$ cat src/rtl/accel_pkg.sv
// Shared types and default sizing for the accelerator control blocks.
// Holds the activation-feed state encoding and the array/address defaults.
package accel_pkg;

    localparam int DIM_DEFAULT = 8;
    localparam int AW_DEFAULT  = 16;

    typedef enum logic [1:0] {
        IDLE   = 2'd0,
        STREAM = 2'd1,
        DRAIN  = 2'd2,
        DONE   = 2'd3
    } if_state_t;

endpackage

$ cat src/rtl/up_counter.sv
// Generic up counter with synchronous active-low reset, clear and enable.
// Clear has priority over enable.
module up_counter #(
    parameter int W = 8
) (
    input  logic         clk,
    input  logic         rst,
    input  logic         clear,
    input  logic         en,
    output logic [W-1:0] count
);

    always_ff @(posedge clk) begin
        if (!rst) begin
            count <= '0;
        end else if (clear) begin
            count <= '0;
        end else if (en) begin
            count <= count + 1'b1;
        end
    end

endmodule

$ cat src/rtl/if_controller.sv
// Activation feed controller: streams if_len buffer reads into the systolic
// array, then clocks the array 2*DIM-1 more enabled steps to drain it.
module if_controller
    import accel_pkg::*;
#(
    parameter int DIM = DIM_DEFAULT,
    parameter int AW  = AW_DEFAULT
) (
    input  logic          clk,
    input  logic          rst,
    input  logic          start_if,
    input  logic [AW-1:0] if_len,
    input  logic          acc_ready,
    output logic          if_ready,
    output logic          if_read,
    output logic [AW-1:0] if_addr,
    output logic          array_en,
    output logic          if_done
);

    localparam int DRAIN_LEN = 2 * DIM - 1;
    localparam int DW        = $clog2(2 * DIM);
    localparam logic [DW-1:0] DRAIN_LAST = DW'(DRAIN_LEN - 1);

    if_state_t     state;
    if_state_t     next_state;
    logic [AW-1:0] len;
    logic [DW-1:0] drain_cnt;

    logic accept;
    logic last_read;
    logic drain_end;
    logic addr_en;
    logic drain_en;

    always_comb begin
        accept    = (state == IDLE) && start_if;
        addr_en   = (state == STREAM) && acc_ready;
        drain_en  = (state == DRAIN) && acc_ready;
        last_read = addr_en && (if_addr == len - 1'b1);
        drain_end = drain_en && (drain_cnt == DRAIN_LAST);
    end

    up_counter #(
        .W (AW)
    ) u_addr_cnt (
        .clk   (clk),
        .rst   (rst),
        .clear (accept),
        .en    (addr_en),
        .count (if_addr)
    );

    // Cleared on the final read so DRAIN always starts counting from zero.
    up_counter #(
        .W (DW)
    ) u_drain_cnt (
        .clk   (clk),
        .rst   (rst),
        .clear (last_read),
        .en    (drain_en),
        .count (drain_cnt)
    );

    always_ff @(posedge clk) begin
        if (!rst) begin
            len <= '0;
        end else if (accept) begin
            len <= if_len;
        end
    end

    always_ff @(posedge clk) begin
        if (!rst) begin
            state <= IDLE;
        end else begin
            state <= next_state;
        end
    end

    always_comb begin
        next_state = state;
        if_ready   = 1'b0;
        if_read    = 1'b0;
        array_en   = 1'b0;
        if_done    = 1'b0;

        case (state)
            IDLE: begin
                if_ready = 1'b1;
                if (start_if) begin
                    next_state = (if_len == '0) ? DONE : STREAM;
                end
            end
            STREAM: begin
                if_read  = acc_ready;
                array_en = acc_ready;
                if (last_read) begin
                    next_state = DRAIN;
                end
            end
            DRAIN: begin
                array_en = acc_ready;
                if (drain_end) begin
                    next_state = DONE;
                end
            end
            DONE: begin
                if_done    = 1'b1;
                next_state = IDLE;
            end
            default: begin
                next_state = IDLE;
            end
        endcase
    end

endmodule
$ cat config.mk
export PLATFORM = sky130hd
export DESIGN_NAME = if_controller
export DESIGN_NICKNAME = d
export VERILOG_FILES = /design/src/rtl/accel_pkg.sv /design/src/rtl/up_counter.sv /design/src/rtl/if_controller.sv
export SDC_FILE = /design/constraint.sdc
export NUM_CORES = 1
export LEC_CHECK = 0
export ABC_AREA = 0
export CORE_UTILIZATION = 40
export DETAILED_ROUTE_END_ITERATION = 10
export PLACE_DENSITY = 0.66
export SLEW_MARGIN = 40
export SYNTH_ARGS = -nofsm -noshare
export SYNTH_HDL_FRONTEND = slang
export SYNTH_SLANG_ARGS = --single-unit
$ cat constraint.sdc
create_clock -name clk -period 4.85 [get_ports clk]
set_input_delay 0.7275 -clock clk [delete_from_list [all_inputs] [get_ports clk]]
set_output_delay 0.7275 -clock clk [all_outputs]
set_load 0.01 [all_outputs]
==> flow_summary.ini, run 1 <==
[clock_network]
root_buffer = clkbuf_8
tritoncts = done
htree_levels = 2
cts_hold_buf = 0
path_clk_slew_ns = 0.08
cts.sinks = 38
clock_latency_ns = 0.29
numCtsBuffers = 5
cts_setup_buffers = 0
cts_resized = 0
clock_path_buffers = 2

[floorplan]
num_rows = 26
ios = 40
dieArea_um2 = 5890
start_util_pct = 42.7
core-area_um2 = 5240
die_y_um = 76.7
die_w_um = 76.7

[timing]
finClkSkew_ns = 0.0101
tns_ns = 0
drv_slew = 0
relSlewSlack_pct = 55.1
fin_ws_ns = 1.77
fin_crit_sh_pct = 63.5
clock.fmax_mhz = 325
hold_viol_final = 0
min_period_ns = 3.08
rsz0062_at_grt = false
finalSetupViolCount = 0
tightestPinTransition_ns = 0.665

[worst_setup_path]
crit_chain = clkdlybuf4s50_1 > and2_1 > nand3_1 > a2111oi_0 > nand4_1 > o41ai_4 > o211ai_1 > a221oi_1
worstPathArrival_ns = 3.27
slowest_stage = a2111oi_0
required_ns = 5.04
worst-setup-path-type = input port to register
cp-start-kind = input port
worstPathMaxFanout = 7
cpPeakStageDelay_ns = 0.52
cp-end-kind = register

[drt]
routed.top_layer = met4
drcViolationCount = 0
finalWirelength_mm = 5.24
m1WireLength_mm = 2.56
wire_per_inst_um = 13.5
drt_iter0_markers = 107
routed-wl-met3_um = 177
ant_nets = 0
vias = 2054
firstDrtPassIters = 4
wl_met2_mm = 2.44
routed_via_density = 5.31

[layout]
drive_gt1_share_pct = 4.42
area_growth_pct = 22.4
fin_nets = 344
num-fill-cells = 519
design_area_um2 = 2740
final_util_pct = 52.2
antenna_cells = 0

[yosys]
synth.top_cell.area_share_pct = 34.0
ys_ff_latch = 38
syn-cell-area_um2 = 2230
syn_avg_cell_area_um2 = 7.84
ys_seq_area_share_pct = 34.0
syn_inst = 285
syn_nets = 313
synth_edf_count = 0
ys_types = 42
ys_warn_count = 0
netlist_top_cells_area = dfxtp_1 (34%), nand2_1 (8.7%), xor2_1 (6.7%)
ys.flop_type = dfxtp_1
synth_top_area_cell = dfxtp_1
postSynth.asyncResetShare_pct = 0

[worst_hold_path]
hold_path.class = register to register

[grt]
grt_max_degree = 19
grt_util_all_layers_pct = 19.0
grt_pass1_wl_mm = 9.05
grt_overflow = 0
antenna_found_initial = 0
grt_pass1_vias = 1895

[place]
port_buffers = 39
gp_congestion = 0.843
pre_cts_ws_ns = 1.53
place_area_um2 = 2640
place_hpwl_mm = 3.99

[run_status]
outcome = complete, no violations

[power_and_ir_drop]
total_leakage_power_nw = 0.989
irDropWorstVdd_uv = 277
powerDensity_nw_per_um2 = 361
p_total_uw = 988

[job]
drv_cap = 0
==> layout by cell type (no fill, tap or decap), drive strengths merged, types with 2 or more instances in the layout <==
| cell type | count |
|---|---|
| a211oi | 2 |
| a21o | 2 |
| a21oi | 20 |
| a221oi | 2 |
| a31oi | 2 |
| and2 | 4 |
| and3 | 4 |
| clkbuf | 7 |
| clkdlybuf4s50 | 39 |
| clkinv | 2 |
| dfxtp | 38 |
| ha | 8 |
| inv | 9 |
| mux2i | 3 |
| nand2 | 52 |
| nand2b | 2 |
| nand3 | 5 |
| nand4 | 10 |
| nor2 | 23 |
| nor3 | 7 |
| nor4 | 12 |
| o211ai | 2 |
| o21ai | 5 |
| o311a | 2 |
| o31a | 2 |
| o41ai | 2 |
| or2 | 2 |
| or3 | 6 |
| or4 | 4 |
| xnor2 | 14 |
| xor2 | 17 |
==> sequential cells by signal (all words and copies together) (netlist names) <==
name	count
u_drain_cnt.count	4
state	2
len	16
u_addr_cnt.count	16
==> power breakdown <==
part | switching, mW | internal, mW
Sequential | 0.0451 | 0.341
Clock | 0.107 | 0.115
Combinational | 0.208 | 0.172
==> cells by family (layout without fill, tap and decap cells) <==
group | count (synthesis) | after routing | share of synthesized area, %
fa+ha+maj | 8 | 8 | 4.48
xor+xnor | 31 | 31 | 12.2
mux | 3 | 3 | 1.34
buf+inv | 26 | 58 | 5.09
compound gates | 44 | 44 | 13.5
simple gates | 135 | 135 | 29.4
flops | 38 | 38 | 34.0
==> final timing paths <==
check,startpoint,endpoint,slack (ns),cells after the start
setup / recovery,acc_ready,state[0],1.77,8
hold / removal,len[15],len[15],0.49,2
setup reg to reg,len[2],state[0],1.93,7
hold reg to reg,len[15],len[15],0.49,2
==> layout make-up <==
class	count	area, um^2	share of cell area [%]
tap	70	87.6	3.20
sequential	38	761	27.8
clock inverter	1	5.00	0.183
inverter	10	37.5	1.37
clock buffer	7	86.3	3.16
timing repair buffer	40	398	14.5
multi-input combinational	221	1360	49.7
==> worst max-delay path: cells and delay by family <==
family                 cells  cell delay, ns
buffers and inverters      1            0.50
AND/OR/NAND/NOR            3            0.73
AO/OA/AOI/OAI              4            1.30
==> per-layer routing <==
metal / track usage (%) / vias to the layer above
met5: 0 / -
met4: 6.35 / 0
met3: 3.57 / 7
met2: 31.7 / 35
met1: 24.4 / 964
li1: - / 1048
==> synth_stat cells (all sizes together) (6+ instances only) <==
cell type,count
a21oi,20
clkbuf,13
dfxtp,38
ha,8
inv,9
nand2,52
nand4,10
nor2,23
nor3,7
nor4,12
or3,6
xnor2,14
xor2,17
==> through the flow <==
step,std cells,hold slack [ns]
2_1_floorplan,285,0.449
3_3_place_gp,379,0.483
3_5_place_dp,379,0.488
4_1_cts,387,0.499
5_1_grt,387,0.527
6_report,387,0.495
Note: power is estimated with default switching activity, not from simulation.
==> run 2, diff against run 1 <==
Settings changed: PLACE_DENSITY 0.66 to 0.69.
Clock period 4.85 ns to 2.45 ns, I/O delays scaled along.
==> flow_summary.ini, run 2 (synthesis results as in run 1) <==
[floorplan]
core-area_um2 = 5240
start_util_pct = 42.7
dieArea_um2 = 5890
die_y_um = 76.7
die_w_um = 76.7
ios = 40
num_rows = 26

[power_and_ir_drop]
swShare_pct = 36.9
power_frac_comb_pct = 48.3
p_clk_share_pct = 18.2
irDropWorstVdd_uv = 437
p_int_mw = 1.39
netSwitchingPower_uw = 811
seqPwrFrac_pct = 33.5
total_leakage_power_nw = 1.18
powerDensity_nw_per_um2 = 712
p_total_mw = 2.20

[worst_setup_path]
worstPathArrival_ns = 2.85
crit_end = state[0]
cp-end-kind = register
startpoint = len[3]
required_ns = 2.65
cp-start-kind = register
r2r_end = state[0]
ff2ff_path_depth = 7
r2r-start = len[3]
worstPathMaxFanout = 3
r2r_slack_ns = -0.21
worst-setup-path-type = register to register

[clock_network]
tritoncts = done
cts.sinks = 38
root_buffer = clkbuf_8
htree_levels = 2
clock_path_buffers = 2
path_clk_slew_ns = 0.07
numCtsBuffers = 5
cts_hold_buf = 0
clock_latency_ns = 0.28

[drt]
drcViolationCount = 0
m1WireLength_mm = 2.69
routed-wl-met3_um = 158
routed_via_density = 5.28
wl_met2_mm = 2.88
vias = 2224
drt_iter0_markers = 158
wire_per_inst_um = 13.7
finalWirelength_mm = 5.78
routed.top_layer = met4
ant_nets = 0
firstDrtPassIters = 4

[run_status]
outcome = finished, violations left
violations = setup timing

[grt]
grt_pass1_vias = 2066
grt_max_degree = 18
grt_overflow = 0
antenna_found_initial = 0
grt_pass1_wl_mm = 9.29
grt_util_all_layers_pct = 19.5

[worst_hold_path]
min_path_cells = 2
hold_path.class = register to register

[timing]
fin_crit_sh_pct = 108
finalSetupViolCount = 6
fin_ws_ns = -0.206
tns_ns = -0.358
rsz0062_at_grt = true
hold_ws_ns = 0.490
drv_slew = 0
min_period_ns = 2.66
clock.fmax_mhz = 377
finClkSkew_ns = 0.00314
hold_viol_final = 0
tightestPinTransition_ns = 0.497
relSlewSlack_pct = 66.7

[place]
place_area_um2 = 2900
place_hpwl_mm = 4.41
dp.cells = 411
gp_congestion = 0.884
port_buffers = 39

[layout]
top_regs = len x16, u_addr_cnt.count x16, u_drain_cnt.count x4
layout_commonest_cell = nand2_1
fin_nets = 379
final_cell_mix = nand2_1 (52), clkdlybuf4s50_1 (39), dfxtp_1 (35), buf_4 (35), nor2_1 (23)
finalNonFillerCells = 421
design_area_um2 = 3090
area_growth_pct = 38.1
antenna_cells = 0
drive_gt1_share_pct = 17.7

[job]
drv_cap = 0
## run 2: cell types whose count changed in the layout (fill, tap and decap cells not counted), moves of 2 or more
cell,previous run,this run
or4_4,1,3
nor4_4,0,2
nor3_1,7,5
or4_1,3,1
dfxtp_1,38,35
buf_4,1,35
dfxtp_2,0,3
nor3_2,0,2
nor4_2,0,2
nor4_1,12,8
## run 2: layout make-up
cell class	count	area (um^2)
Fill cell	472	2150
Multi-Input combinational cell	221	1460
Sequential cell	38	764
Timing Repair Buffer	75	664
Tap cell	70	87.6
Clock buffer	7	76.3
Inverter	10	37.5
## run 2: layer usage
layer	GRT usage (%)	vias up
met1	24.3	1054
met5	0	-
met3	2.86	7
met2	33.9	38
met4	6.54	0
li1	-	1125
## run 2: how the worst min path moves through the flow
| stage | from | to |
|---|---|---|
| after floorplan | len[15] | len[15] |
| after global placement | len[15] | len[15] |
| after detailed placement | len[15] | len[15] |
| after CTS | len[15] | len[15] |
| after global routing | len[15] | len[15] |
| final | len[15] | len[15] |
## run 2: power by group through the flow
stage / clock, mW / combinational [mW] / sequential, mW
after CTS: 0.412 / 0.942 / 0.733
after global placement: 0 / 0.913 / 0.746
after detailed placement: 0 / 0.921 / 0.746
final: 0.400 / 1.06 / 0.736
after global routing: 0.435 / 1.14 / 0.747
after floorplan: 0 / 0.620 / 0.735
## run 2: critical path: stages, from the launching register on
cell and delay (ns):
dfxtp_1 0.31, or4_4 0.55, o31a_1 0.27, or4_4 0.51, o311a_4 0.15, o41ai_4 0.25, o211ai_1 0.23, a221oi_2 0.30
## run 2: timing repair
action | CTS | global route
hold endpoints to repair | 0 | 0
cloned | 0 | 0
pin swaps | 3 | 8
endpoints found under the setup margin | 6 | 6
gates resized for setup | 1 | 17
buffers inserted | 1 | 3
## run 2: metrics by stage
step | util [%] | worst slack, ns
global route | 58.9 | -0.255
finish | 58.9 | -0.206
detailed placement | 55.4 | -0.259
floorplan | - | -0.230
CTS | 57.1 | -0.192
global placement | 55.4 | -0.104
==> run 3, diff against run 2 <==
Settings changed: CORE_ASPECT_RATIO from default to 2, CORE_UTILIZATION 40 to 47, PLACE_DENSITY 0.69 to 0.78.
==> flow_summary.ini, run 3 (synthesis results as in run 1) <==
[floorplan]
num_rows = 35
die_w_um = 50.8
start_util_pct = 48.6
core-area_um2 = 4600
dieArea_um2 = 5050
die_y_um = 99.5
ios = 40

[layout]
fin_nets = 383
layout_commonest_cell = nand2_1
area_growth_pct = 37.1
final_cell_mix = nand2_1 (52), buf_4 (40), clkdlybuf4s50_1 (39), dfxtp_1 (37), nor2_1 (23)
antenna_cells = 0
drive_gt1_share_pct = 17.1
num-fill-cells = 397
top_regs = len x16, u_addr_cnt.count x16, u_drain_cnt.count x4
design_area_um2 = 3060

[worst_setup_path]
critPathTopFamily = simple AND/OR/NAND/NOR gates
r2r_end = state[1]
worst-setup-path-type = register to register
r2r-start = len[3]
worstPathMaxFanout = 3
cp-start-kind = register
worstPathArrival_ns = 2.81
ff2ff_path_depth = 8
slowest_stage = or4_4
crit_chain = or4_4 > o31a_1 > or4_4 > o311a_4 > o41ai_4 > o211ai_1 > buf_4 > mux2i_1
crit_path_frequent_cell = or4_4
cp_num_buf_inv = 1
r2r_slack_ns = -0.18
required_ns = 2.64
cpPeakStageDelay_ns = 0.56
cp-end-kind = register

[timing]
finClkSkew_ns = 0.00773
relSlewSlack_pct = 61.3
drv_slew = 0
min_period_ns = 2.63
finalSetupViolCount = 6
clock.fmax_mhz = 381
hold_viol_final = 0
fin_crit_sh_pct = 107
rsz0062_at_grt = true
tightestPinTransition_ns = 0.576
fin_ws_ns = -0.177

[clock_network]
cts.sinks = 38
clock_path_buffers = 2
cts_hold_buf = 0
root_buffer = clkbuf_8
tritoncts = done
htree_levels = 2
numCtsBuffers = 5
path_clk_slew_ns = 0.08
clock_latency_ns = 0.30

[place]
gp_congestion = 0.897
place_hpwl_mm = 4.75
port_buffers = 39
place_area_um2 = 2910

[power_and_ir_drop]
p_total_mw = 2.28
irDropWorstVdd_uv = 712
powerDensity_nw_per_um2 = 745
total_leakage_power_nw = 1.20

[worst_hold_path]
hold_path.class = register to register
min_from = len[2]
hold_path_end = len[2]
min_path_cells = 2

[grt]
antenna_found_initial = 0
grt_util_all_layers_pct = 27.2
grt_pass1_vias = 2346
grt_overflow = 0
grt_pass1_wl_mm = 10.3
grt_max_degree = 18

[drt]
drt_iter0_markers = 43
wire_per_inst_um = 15.1
routed_via_density = 5.53
firstDrtPassIters = 4
finalWirelength_mm = 6.20
drcViolationCount = 0
vias = 2273
ant_nets = 0

[run_status]
violations = setup timing
outcome = finished, violations left

[job]
drv_cap = 0
[run 3: cell count changes in the layout (fill, tap and decap cells not counted), sizes merged]
cell / before / now
buf: 36 / 40
clkinv: 1 / 2
[run 3: worst max-delay path by stage]
stage,startpoint,end,slack (ns),cells after the start
5_1_grt,len[3],state[1],-0.25,8
6_report,len[3],state[1],-0.18,8
3_3_place_gp,acc_ready,state[0],-0.13,8
3_5_place_dp,acc_ready,state[0],-0.20,8
2_1_floorplan,len[3],state[0],-0.23,9
4_1_cts,len[3],state[0],-0.14,7
[run 3: per-stage QoR]
step | worst slack, ns | util, % | hold WS, ns | cells | setup TNS [ns]
after floorplan | -0.230 | - | 0.449 | 285 | -0.902
after global placement | -0.125 | 63.2 | 0.459 | 399 | -0.156
after detailed placement | -0.204 | 63.2 | 0.471 | 399 | -0.484
after CTS | -0.136 | 65.7 | 0.482 | 408 | -0.255
after global routing | -0.253 | 66.6 | 0.506 | 411 | -0.787
final | -0.177 | 66.6 | 0.480 | 411 | -0.517
[run 3: timing repair]
action | CTS | global route
setup buffers | 1 | 3
hold endpoints to repair | 0 | 0
setup endpoints to repair | 6 | 6
resized for setup | 3 | 5
pin swaps | 2 | 2
[run 3: cell type report]
type | count | area (um^2) | area share [%]
clock inverter | 1 | 5.00 | 0.163
multi-input combinational | 221 | 1410 | 46.1
inverter | 10 | 37.5 | 1.23
clock buffer | 7 | 86.3 | 2.82
sequential | 38 | 762 | 24.9
tap | 55 | 68.8 | 2.25
timing repair buffer | 79 | 691 | 22.5
[run 3: tightest hold or removal path, delay by kind of cell, from the launching register on]
kind / cells / cell delay [ns]
AOI/OAI and AO/OA: 1 / 0.05
DFF: 1 / 0.33
and+or+nand+nor: 1 / 0.06
[run 3: layer usage]
metal / vias up / global-route usage (%) / share of wire, %
met5: - / 0 / 0
met4: 0 / 19.7 / 6.0
li1: 1129 / - / -
met1: 1050 / 24.6 / 35
met2: 67 / 50.7 / 56
met3: 27 / 5.50 / 2.4
[run 3: report_power, final]
| part | leakage (nW) | internal (mW) | switching (mW) |
|---|---|---|---|
| Clock | 0.0482 | 0.227 | 0.228 |
| Combinational | 0.840 | 0.540 | 0.557 |
| Sequential | 0.309 | 0.675 | 0.0556 |
| Total | 1.20 | 1.44 | 0.840 |
